===== config.mk =====
export PLATFORM = sky130hd
export DESIGN_NAME = stream_mux_arb
export DESIGN_NICKNAME = d
export VERILOG_FILES = /design/src/rtl/mux_pkg.sv /design/src/rtl/rr_arbiter.sv /design/src/rtl/stream_mux_arb.sv
export SDC_FILE = /design/constraint.sdc
export NUM_CORES = 1
export LEC_CHECK = 0
export CAP_MARGIN = 10
export CORE_AREA = 8 8 109 111
export DETAILED_ROUTE_END_ITERATION = 7
export DIE_AREA = 0 0 117 119
export REMOVE_ABC_BUFFERS = 1
export SYNTH_ARGS = -nofsm -noshare
export SYNTH_HDL_FRONTEND = slang
export SYNTH_SLANG_ARGS = --single-unit

===== constraint.sdc =====
create_clock -name Clk -period 4.9 [get_ports Clk]
set_clock_uncertainty 0.05 [all_clocks]
set_input_delay 0.98 -clock Clk [delete_from_list [all_inputs] [get_ports Clk]]
set_output_delay 0.98 -clock Clk [all_outputs]
set_load 0.005 [all_outputs]

===== src/rtl/mux_pkg.sv =====
// Shared definitions for the stream mux/arbiter family: arbitration modes and a
// constant-foldable log2 helper used to size index fields.
package mux_pkg;

  localparam logic MODE_FIXED = 1'b0;
  localparam logic MODE_RR    = 1'b1;

  function automatic int unsigned clog2(input int unsigned value);
    int unsigned res;
    int unsigned v;
    res = 0;
    v   = (value > 0) ? value - 1 : 0;
    while (v > 0) begin
      res = res + 1;
      v   = v >> 1;
    end
    return res;
  endfunction

endpackage


===== src/rtl/rr_arbiter.sv =====
// N-way arbiter: lowest-index fixed priority or round-robin starting after ptr.
// Purely combinational; the caller owns the pointer register.
module rr_arbiter
  import mux_pkg::*;
#(
  parameter  int unsigned N    = 3,
  localparam int unsigned SELW = clog2(N)
) (
  input  logic [N-1:0]    req,
  input  logic [SELW-1:0] ptr,
  input  logic            mode,
  output logic [N-1:0]    gnt,
  output logic [SELW-1:0] gnt_idx,
  output logic            any
);

  logic              found;
  logic [SELW-1:0]   idx;

  // Walk candidates in priority order; the first requester wins.
  always_comb begin
    gnt     = '0;
    gnt_idx = '0;
    found   = 1'b0;
    idx     = '0;
    for (int unsigned k = 0; k < N; k++) begin
      if (mode == MODE_RR) begin
        idx = SELW'((32'(ptr) + 32'd1 + k) % N);
      end else begin
        idx = SELW'(k);
      end
      if (!found && req[idx]) begin
        found        = 1'b1;
        gnt[idx]     = 1'b1;
        gnt_idx      = idx;
      end
    end
  end

  assign any = |req;

endmodule


===== src/rtl/stream_mux_arb.sv =====
// N-to-1 valid/ready stream selector with a registered output stage.
// Arbitrates only when the output register can load; supports a forced channel.
module stream_mux_arb
  import mux_pkg::*;
#(
  parameter  int unsigned WIDTH = 32,
  parameter  int unsigned N     = 3,
  localparam int unsigned SELW  = clog2(N)
) (
  input  logic                 Clk,
  input  logic                 Reset,
  input  logic [N*WIDTH-1:0]   in_data,
  input  logic [N-1:0]         in_valid,
  output logic [N-1:0]         in_ready,
  input  logic                 mode,
  input  logic                 force_en,
  input  logic [SELW-1:0]      force_sel,
  output logic [WIDTH-1:0]     out_data,
  output logic                 out_valid,
  input  logic                 out_ready,
  output logic [SELW-1:0]      out_sel
);

  logic              loadEn;
  logic [N-1:0]      elig;
  logic [N-1:0]      gnt;
  logic [SELW-1:0]   gntIdx;
  logic              anyGnt;
  logic [SELW-1:0]   rrPtr;
  logic [WIDTH-1:0]  selData;

  assign loadEn = !out_valid || out_ready;

  // An out-of-range forced index leaves nothing eligible.
  always_comb begin
    elig = in_valid;
    if (force_en) begin
      elig = '0;
      if (32'(force_sel) < N) begin
        elig[force_sel] = in_valid[force_sel];
      end
    end
  end

  rr_arbiter #(.N(N)) uArb (
    .req     (elig),
    .ptr     (rrPtr),
    .mode    (mode),
    .gnt     (gnt),
    .gnt_idx (gntIdx),
    .any     (anyGnt)
  );

  assign in_ready = (loadEn && !Reset) ? gnt : '0;

  always_comb begin
    selData = '0;
    for (int i = 0; i < int'(N); i++) begin
      if (gnt[i]) begin
        selData = in_data[i*WIDTH +: WIDTH];
      end
    end
  end

  // Output register and round-robin history; the pointer moves only on a transfer.
  always_ff @(posedge Clk) begin
    if (Reset) begin
      out_valid <= 1'b0;
      out_data  <= '0;
      out_sel   <= '0;
      rrPtr     <= SELW'(N - 1);
    end else if (loadEn) begin
      out_valid <= anyGnt;
      if (anyGnt) begin
        out_data <= selData;
        out_sel  <= gntIdx;
        rrPtr    <= gntIdx;
      end
    end
  end

endmodule

==> reports/results.ini, run 1 <==
[sta]
hold_viol=0
slew_viol_final=0
slew_headroom_pct=50.2
rsz0062_at_grt=false
fin_tns_setup_ns=0
post-route-period-util_pct=89.2
period_needed_ns=4.37
max_freq_mhz=229
finalWorstSetupSlack_ns=0.527
tightest_slew_ns=0.746
setup_viol=0

[route]
firstDrtPassIters=5
drtIter0Drc=200
wire_per_inst_um=17.4
finalWirelength_mm=12.2
vias=3698
antenna_left=0
viasPerCell=5.26
remaining_drc_errors=0

[worst_setup_path]
r2r_cells=8
slowest_delay_ns=0.52
cp_data_required_time_ns=3.87
r2r_slack_ns=2.31
cp_slowest_cell=clkdlybuf4s50_1
crit_start=force_sel[1]
cpMostUsedCell=clkdlybuf4s50_1
endpoint=in_ready[2]
arrival_ns=3.34
path_cells=clkdlybuf4s50_1 > nor2b_2 > o21ai_2 > o32ai_2 > o41a_1 > nor3_1 > clkdlybuf4s50_1
reg2reg_to=out_data[10]
critPathKind=in2out
end_kind=primary output
r2r-start=out_sel[0]
cp-start-kind=primary input
cp_max_fo=7

[floorplanning]
die_h_um=119
io-pin-count=144
start_util_pct=29.3
coreArea_sq_mm=0.0101
die_x_um=117
num_rows=37
die_area_sq_mm=0.0139

[power]
vdd_drop_max_mv=0.0943
leakagePower_nw=1.87
power.density_mw_per_mm2=222

[cts]
cts_setup_buffers=0
ctsHoldBuffers=0
clockBufferDepth=2
cts_tree=built
clk_latency_ns=0.28
root_buffer=clkbuf_8
cts_buffers=5
h-tree-depth=2
cts_resized=0
clkTransAtPathRegs_ns=0.08
clock_sinks=36

[synth]
synthSimpleGateAreaFrac_pct=27.9
netlist_instances=441
synth_seq_area_share_pct=24.4
synthXorXnorAreaFrac_pct=0
synth_compound_area_share_pct=35.9
synthMuxAreaShare_pct=0.338
synth_top_family_by_area=compound AO/OA/AOI/OAI gates
synthAdderAreaFrac_pct=0.846
synth_edf_count=0
synth-main-ff-cell=dfxtp_1
avgSynthCellArea_sq_um=6.71
ys_types=45
async_flop_share_pct=0
synthesis.area_sq_mm=0.00296
ys_ff_latch=36
yosys_warnings=0

[worst_hold_path]
worstHoldPathType=reg2reg
hold_path_depth=2

[place]
place_congestion=0.823
dp.cells=695
io_buffers=143
place_ws_ns=0.525
place_area_sq_mm=0.00453
dp_hpwl_mm=8.74

[run]
maxCapViolations=0

[grt]
track_usage_pct=17.1
grt_max_degree=34
top_usage_layer=met2
grt_pass1_wl_mm=19.4
met2_usage_pct=28.7
met1_usage_pct=21.1
grt_pass1_vias=3720
met3_usage_pct=4.35
antenna_found_initial=0
gr-total-overflow=0

[finish]
diodes=0
final_common_cell=clkdlybuf4s50_1
fin_area_sq_mm=0.00463
syn_to_final_growth_pct=56.4
stdcell_count=703
fin_nets=674
most-common-layout-cells=143 x clkdlybuf4s50_1, 134 x nand2_1, 40 x nor2_1, 37 x inv_1, 36 x dfxtp_1
drive_gt1_share_pct=6.00

[run_status]
outcome=finished clean

[critical path, delay by kind of cell]
kind / cells / cell delay (ns)
AO/OA/AOI/OAI: 3 / 0.94
AND/OR/NAND/NOR: 2 / 0.37
buffers and inverters: 2 / 1.04
[how the worst min path moves through the flow]
| stage | startpoint | end |
|---|---|---|
| after global routing | out_data[11] | out_data[11] |
| after detailed placement | out_data[11] | out_data[11] |
| after CTS | out_data[11] | out_data[11] |
| after global placement | out_data[17] | out_data[17] |
| after floorplan | out_data[0] | out_data[0] |
| final | out_data[11] | out_data[11] |
[power breakdown]
part           switching [mW]  total (mW)  leakage, nW  internal (mW)
Combinational           0.226       0.455         1.52          0.229
Clock                   0.116       0.229       0.0510          0.113
Sequential             0.0177       0.343        0.295          0.325
[cells in the mapped netlist, drive strengths merged (5+ instances only)]
cell type	count	area, sq um
nand2	134	503
o221ai	32	280
o31ai	33	248
buf	13	77.6
a221oi	32	280
dfxtp	36	721
inv	38	143
a21oi	6	45.1
clkbuf	25	93.8
nor2b	6	40.0
nand2b	5	31.3
nor2	41	154
[layer usage]
layer  wire (um)  vias to the layer above
met2        5740                      159
met3         973                        8
met5           0                        -
met1        5360                     1703
met4         138                        0
li1            -                     1828
[final cells by class]
| type | count | area, sq um |
|---|---|---|
| Clock buffer | 6 | 82.6 |
| Clock inverter | 2 | 10.0 |
| Fill cell | 1075 | 5470 |
| Inverter | 38 | 143 |
| Multi-Input combinational cell | 329 | 1960 |
| Sequential cell | 36 | 721 |
| Tap cell | 136 | 170 |
| Timing Repair Buffer | 156 | 1540 |
[logic make-up (layout without fill, tap and decap cells)]
family | Yosys count | after routing
buffers and inverters | 76 | 202
muxes | 1 | 1
DFF | 36 | 36
and+or+nand+nor | 201 | 201
AOI/OAI and AO/OA | 125 | 125
adders and majority gates | 2 | 2
[state kept, by name, indices dropped and copies added, names as in the netlist]
register	flops
out_data	32
out_sel	2
out_valid	1
rrPtr	1
[per-stage QoR]
step           utilization, %  power [mW]  hold slack, ns
2_1_floorplan               -       0.553           0.399
3_3_place_gp             44.9       0.805           0.383
3_5_place_dp             44.9       0.809           0.388
4_1_cts                  45.8        1.05           0.408
5_1_grt                  45.8        1.10           0.428
6_report                 45.8        1.03           0.404
Note: power is estimated with default switching activity, not from simulation.
==> run 2, diff against run 1 <==
--- a/config.mk
+++ b/config.mk
@@ -10,6 +10,7 @@
 export DETAILED_ROUTE_END_ITERATION = 7
 export DIE_AREA = 0 0 117 119
 export REMOVE_ABC_BUFFERS = 1
+export SKIP_LAST_GASP = 1
 export SYNTH_ARGS = -nofsm -noshare
 export SYNTH_HDL_FRONTEND = slang
 export SYNTH_SLANG_ARGS = --single-unit
==> results of run 2 <==
Final layout, timing and power as in run 1 (identical DEF).
==> patch, RTL diff (config.mk and constraints of run 1) <==
Reset style: asynchronous (`Reset`), changed in one clocked block.
--- a/src/rtl/stream_mux_arb.sv
+++ b/src/rtl/stream_mux_arb.sv
@@ -63,7 +63,7 @@
   end
 
   // Output register and round-robin history; the pointer moves only on a transfer.
-  always_ff @(posedge Clk) begin
+  always_ff @(posedge Clk or posedge Reset) begin
     if (Reset) begin
       out_valid <= 1'b0;
       out_data  <= '0;
Behaviour: differs if Reset is asserted again (counterexample within 4 cycles, from zero or initial values and one cycle with Reset high); with Reset held inactive, the same outputs for 4 cycles.
==> patch against run 1 <==
  * Cell area is 4.4% lower
  * Utilization decreased by 2.0 points
  * Setup slack worse by 0.095 ns
  * First-iteration DRC count rose by 20%
  * Routed wire length is 8.9% lower
  * Critical path type unchanged
  * Sequential cell count stayed put
  * Synthesized area is 4.9% lower
Power is not compared: it rests on default switching activity, and its combinational part moved more than twofold at a synthesized area within 25%.
==> patch: results (changes against run 1) <==
* Status: finished clean
* Placed inst area at 4320 um^2 (-4.8%)
* Final #Nets at 599 (-11%)
* Initial DRT Pass Iterations at 4 (-1)
* Setup slack, reg-to-reg at 2.27 ns (-0.04 ns)
* Area contributors post-synth: dfrtp_1, a31oi_1, nand3_1
* Worst path max stage delay at 0.68 ns (+0.16 ns)
* Vias in the first global route at 3494 (-6.1%)
* Met2 Wirelength at 5.22 mm (-9.1%)
* Met3 routed WL at 941 um (-3.3%)
* Clock-pin slew on the worst setup and hold paths at approximately 0.07 ns
* HP Class: register to register
* Top_reg_cell synth: dfrtp_1
* CTS root buffer: clkbuf_8
* Hold_ws at 0.489 ns (+0.0842 ns)
* 1st-iter DRT viols at 240 (+20%)
* H-tree depth at 2 (unchanged)
* DP Wirelength at 7.84 mm (-10%)
* Initial antenna violation count at 0 (unchanged)
* Post-synthesis sequential area ratio at 32.1% (+7.7 points)
* Cells after DPL at 620 (-11%)
* Top cells by count, synth: nand3_1, a31oi_1, nor2_1
* Avg Cell Area, Syn at 7.65 um^2 (+14%)
* Least-Margin Pin Slew at 0.577 ns (-0.169 ns)
* Largest net degree at the start of global routing at 37 (+8.8%)
* Metal-1 WL at 4.88 mm (-9.1%)
* RD Place Congestion at 0.889 (+8.1%)
* Post-DR vias/cell at 5.20 (-1.1%)
* Total Routed Length at 11.1 mm (-8.9%)
* First-pass GRT wire length at 17.9 mm (-7.9%)
* CTS buffer count at 5 (unchanged)
* Met3 usage at 4.45% (+0.10 points)
* Distinct cell type count after synthesis at 38 (-16%)
* Layout cells sized above 1 at 6.91% (+0.91 points)
* GRT Total Usage at 16.0% (-1.1 points)
* Fin cells at 628 (-11%)
* Worst-path maximum fanout at 34 (+27)
* Worst Path Arrival at 3.44 ns (+0.10 ns)
* GR Util met2 at 26.5% (-2.2 points)
* Fraction of registers with async set/reset at 100% (+100 points)
* Met1 Use GR at 19.8% (-1.3 points)
* Syn. warnings at 0 (unchanged)
[patch: cell count changes after synthesis, moves of 5 or more]
cell / run 1 / this run
a221oi_1: 32 / 0
a31oi_1: 0 / 65
buf_6: 0 / 7
clkbuf_1: 25 / 20
dfrtp_1: 0 / 35
dfxtp_1: 36 / 0
nand2_1: 134 / 7
nand3_1: 2 / 66
nor2b_1: 5 / 0
o221ai_1: 32 / 0
[patch: through the flow]
step,power [mW],setup WS (ns),utilization (%)
finish,1.73,0.433,43.8
global placement,1.46,0.504,42.8
detailed placement,1.47,0.435,42.8
floorplan,0.931,0.291,-
CTS,1.74,0.417,43.8
global route,1.86,0.297,43.8
[patch: worst paths after layout]
check                            from            to
hold / removal             out_sel[1]    out_sel[1]
min in group asynchronous       Reset  out_data[14]
max in group asynchronous       Reset      rrPtr[1]
hold reg to reg            out_sel[1]    out_sel[1]
setup reg to reg           out_sel[0]  out_data[15]
setup / recovery             force_en   in_ready[1]
[patch: layout make-up]
| cell class | instances | area (um^2) |
|---|---|---|
| timing repair buffer | 154 | 1510 |
| fill | 1061 | 5670 |
| inverter | 40 | 150 |
| multi-input combinational | 254 | 1580 |
| tap | 136 | 170 |
| sequential | 36 | 902 |
| clock buffer | 6 | 72.6 |
| clock inverter | 2 | 35.0 |
[patch: cells by family (layout without fill, tap and decap cells)]
family / Yosys count / in the layout / share of synthesized area, %
flip-flops: 36 / 36 / 32.1
AO/OA/AOI/OAI: 123 / 123 / 32.1
buffers and inverters: 78 / 202 / 13.0
AND/OR/NAND/NOR: 129 / 129 / 21.9
adder cells (fa/ha/maj): 2 / 2 / 0.889
[patch: critical path: cells and delay by family]
kind | cells | cell delay, ns
compound gates | 2 | 0.49
buf+inv | 3 | 1.61
simple gates | 3 | 0.35
